<file path="config.mk">
export PLATFORM = sky130hd
export DESIGN_NAME = fifo_fwft_ctrl
export DESIGN_NICKNAME = d
export VERILOG_FILES = /design/src/rtl/fifo_fwft_ctrl.sv
export SDC_FILE = /design/constraint.sdc
export NUM_CORES = 1
export LEC_CHECK = 0
export ABC_AREA = 1
export CORE_MARGIN = 2
export CORE_UTILIZATION = 30
export DETAILED_ROUTE_END_ITERATION = 16
export GPL_TIMING_DRIVEN = 0
export MAX_ROUTING_LAYER = met4
export PLACE_DENSITY_LB_ADDON = 0.1
export SLEW_MARGIN = 20
export SYNTH_ARGS = -nofsm -noshare
export SYNTH_HDL_FRONTEND = slang
export SYNTH_SLANG_ARGS = --single-unit
</file>
<file path="constraint.sdc">
create_clock -name clk -period 2.3 [get_ports clk]
set_input_delay 0.575 -clock clk [delete_from_list [all_inputs] [get_ports clk]]
set_output_delay 0.575 -clock clk [all_outputs]
set_load 0.005 [all_outputs]
</file>
<file path="src/rtl/fifo_fwft_ctrl.sv">
// First-word-fall-through FIFO controller driving an external simple dual-port RAM.
// Define FIFO_BYPASS_EN for same-cycle write/read to an empty RAM region (needs RAM ENABLE_BYPASS=1).
module fifo_fwft_ctrl #(
  parameter int DEPTH_WIDTH = 4,
  parameter int DATA_WIDTH  = 32
) (
  input  logic                   clk,
  input  logic                   rst,
  input  logic [DATA_WIDTH-1:0]  wr_data,
  input  logic                   wr_en,
  output logic                   full,
  input  logic                   rd_en,
  output logic [DATA_WIDTH-1:0]  rd_data,
  output logic                   empty,
  output logic [DEPTH_WIDTH:0]   count,
  output logic [DEPTH_WIDTH-1:0] ram_waddr,
  output logic                   ram_we,
  output logic [DATA_WIDTH-1:0]  ram_din,
  output logic [DEPTH_WIDTH-1:0] ram_raddr,
  output logic                   ram_re,
  input  logic [DATA_WIDTH-1:0]  ram_dout
);

  localparam logic [DEPTH_WIDTH:0] CAPACITY = (DEPTH_WIDTH + 1)'(1) << DEPTH_WIDTH;

  logic [DEPTH_WIDTH:0] wptr;
  logic [DEPTH_WIDTH:0] rptr;
  logic                 valid;
  logic                 push;
  logic                 pop;
  logic                 ram_avail;

  always_comb begin
    push = wr_en && !full;
    pop  = rd_en && valid;
`ifdef FIFO_BYPASS_EN
    // RAM forwards the same-cycle write, so an empty region can be read as it is filled.
    ram_avail = (rptr != wptr) || (push && (rptr == wptr) && (!valid || pop));
`else
    ram_avail = (rptr != wptr);
`endif
    ram_we    = !rst && push;
    ram_re    = !rst && ram_avail && (!valid || pop);
    ram_waddr = wptr[DEPTH_WIDTH-1:0];
    ram_din   = wr_data;
    ram_raddr = rptr[DEPTH_WIDTH-1:0];
  end

  assign rd_data = ram_dout;
  assign empty   = !valid;
  assign full    = (count == CAPACITY);

  always_ff @(posedge clk) begin
    if (rst) begin
      wptr  <= '0;
      rptr  <= '0;
      valid <= 1'b0;
      count <= '0;
    end else begin
      if (push)
        wptr <= wptr + 1'b1;
      if (ram_re)
        rptr <= rptr + 1'b1;
      if (ram_re)
        valid <= 1'b1;
      else if (pop)
        valid <= 1'b0;
      if (push && !pop)
        count <= count + 1'b1;
      else if (pop && !push)
        count <= count - 1'b1;
    end
  end

endmodule
</file>
==> flow_summary.json <==
{
  "clockRootBuffer": "clkbuf_8",
  "routed_wl_microns": 3480,
  "fin_area_sq_um": 2560,
  "area_delta_synth_final_pct": 68.4,
  "outcome": "completed",
  "core_area_sq_um": 4820,
  "fin_util_pct": 53.2,
  "ir_worst_vdd_mv": 0.248,
  "gp_congestion": 0.796,
  "clock_tree.buffer_depth": 2,
  "crit_path_end_kind": "flip-flop",
  "antenna_cells": 0,
  "drt-pass1-iter-count": 4,
  "worst_clock_skew_ns": 0.00145,
  "power_w": 0.00141,
  "hold_class": "reg2reg",
  "r2r_setup_slack_ns": 0.35,
  "dpl-instance-area_sq_um": 2450,
  "tightest_slew_ns": 0.244,
  "cp_max_fo": 5,
  "grt_pass1_vias": 1220,
  "rsz0062_at_grt": "no",
  "arrival_ns": 2.32,
  "dieWidth_microns": 75.2,
  "syn-num-nets": 286,
  "final-hold-violation-count": 0,
  "synth_compound_area_share_pct": 6.90,
  "synthCells": 211,
  "ys_seq_elements": 16,
  "synth_cell_type_count": 22,
  "maxSlewViolCount": 0,
  "rows": 25,
  "fin_crit_sh_pct": 92.6,
  "dp_hpwl_microns": 2980,
  "dp_slack_ns": -0.341,
  "drive_above_1_share_pct": 31.6,
  "insertion_delay_ns": 0.25,
  "overflow": 0,
  "synth_simple_gate_area_share_pct": 20.3,
  "cap_violations": 0,
  "syn_avg_cell_area_sq_um": 7.22,
  "portBuffers": 84,
  "synth-adder-area-share_pct": 6.24,
  "seq_area_frac_synth_pct": 21.0,
  "initial_core_util_pct": 31.6,
  "cts.sinks": 16,
  "dr.first_iter.drc_count": 24,
  "slew_headroom_pct": 83.6,
  "dp.cells": 362,
  "p_leak_nw": 1.22,
  "grt_antenna_before_repair": 0,
  "final.setup.worst_slack_ns": 0.170,
  "stdcell_count": 368,
  "synth_xor_area_share_pct": 4.03,
  "yosys-mux-area-fraction_pct": 0,
  "grt_pass1_wl_microns": 5050,
  "yosysWarnings": 0,
  "grt_start_max_net_pins": 11,
  "num-nets-final": 377,
  "drc": 0,
  "fin_crit_ns": 2.13,
  "cts_tree": "built",
  "synth_top_family_by_area": "buffers and inverters",
  "cp-start-kind": "input port",
  "die-area_sq_um": 5660,
  "cts_buffers": 3,
  "wire_per_inst_microns": 9.46,
  "clkTransAtPathRegs_ns": 0.07,
  "path_class": "in2reg",
  "syn-cell-area_sq_um": 1520,
  "ant_nets": 0,
  "die_y_microns": 75.2,
  "worst_ep_required_time_ns": 2.49,
  "gr-usage-all-layers_pct": 11.7,
  "htreeDepth": 1,
  "p_per_area_nw_per_um2": 551,
  "vias_per_cell": 3.96,
  "vias": 1457,
  "io_pins": 149,
  "setup_viol": 0,
  "fmax_mhz": 470
}
[through the flow]
stage | setup TNS (ns) | hold slack (ns)
2_1_floorplan | 0 | 0.476
3_3_place_gp | -1.23 | 0.493
3_5_place_dp | -1.24 | 0.501
4_1_cts | 0 | 0.510
5_1_grt | 0 | 0.528
6_report | 0 | 0.508
[sequential cells by signal, indices dropped and copies added, names as in the netlist]
register and flops:
wptr 5, count 5, valid 1, rptr 5
[cell usage after synthesis, drive strengths merged]
cell type / instances / area (sq um)
a21oi: 12 / 60.1
buf: 73 / 546
dfxtp: 16 / 320
fa: 1 / 20.0
ha: 6 / 75.1
inv: 23 / 86.3
nand2: 34 / 145
nand3: 11 / 67.6
nand4: 1 / 6.26
nor2: 18 / 85.1
nor3: 1 / 5.00
o21ai: 6 / 30.0
o21bai: 2 / 15.0
xnor2: 5 / 43.8
xor2: 2 / 17.5
[final timing paths]
kind / start / to / cells past startpoint
worst max register to register: count[2] / count[4] / 14
worst max-delay path: wr_en / count[4] / 13
worst min register to register: rptr[4] / rptr[4] / 2
worst min-delay path: rptr[4] / rptr[4] / 2
[kinds of logic (layout without fill, tap and decap cells)]
| logic type | count (synthesis) | count (layout) |
|---|---|---|
| buffers and inverters | 96 | 186 |
| and+or+nand+nor | 65 | 65 |
| xor gates and xnor gates | 7 | 7 |
| AOI/OAI and AO/OA | 20 | 20 |
| adders and majority gates | 7 | 7 |
| DFF | 16 | 16 |
[repair_timing]
item                       4_1_cts  5_1_grt
hold endpoints to repair         0        0
hold buffers                     0        0
resized for setup                6        7
setup buffers                    2        0
setup endpoints to repair        4        4
pin swaps                        2        0
[layer usage]
layer	part of all wire [%]	up-vias	global-route usage [%]
met5	0	-	-
met4	0.78	0	3.51
met3	9.4	2	2.54
li1	-	763	-
met1	43	604	14.7
met2	47	88	19.0
[area by class of cell]
type | instances | area [sq um]
well taps | 67 | 83.8
plain buffers | 73 | 552
fillers | 486 | 2250
inverters | 23 | 86.3
clock buffers | 4 | 55.1
flip-flops and latches | 16 | 320
repair buffers | 86 | 858
multi-input cells | 99 | 609
[power by group]
part / internal [W] / switching, W / leakage [nW]
clock: 0.000152 / 0.000103 / 0.0288
combinational: 0.000454 / 0.000311 / 1.06
sequential: 0.000329 / 0.0000631 / 0.131
[critical path, cell delays in order]
cell,delay (ns)
clkdlybuf4s50_1,0.47
nand2_2,0.07
inv_2,0.12
ha_4,0.17
inv_1,0.09
ha_1,0.30
inv_1,0.10
o21bai_2,0.08
nor2_1,0.09
nand2_1,0.05
nand2_1,0.06
nand2_1,0.04
a21oi_1,0.10
[layout by cell type, fill, tap and decap left out]
cell and instances:
clkbuf_8 4, o21ai_0 6, nand2_4 2, ha_1 4
nand4_1 1, inv_1 19, inv_2 4, nor2_4 3
dfxtp_1 16, o21bai_1 1, clkdlybuf4s50_1 80, nor2_1 14
dlygate4sd2_1 2, a21oi_1 12, nor3_1 1, buf_6 1
ha_4 2, xnor2_1 5, nand3_4 1, fa_1 1
xor2_1 2, dlymetal6s2s_1 2, nand2_2 2, o21bai_2 1
nand2_1 30, nor2_2 1, buf_4 74, nand3_1 10
(Power assumes the default switching activity.)
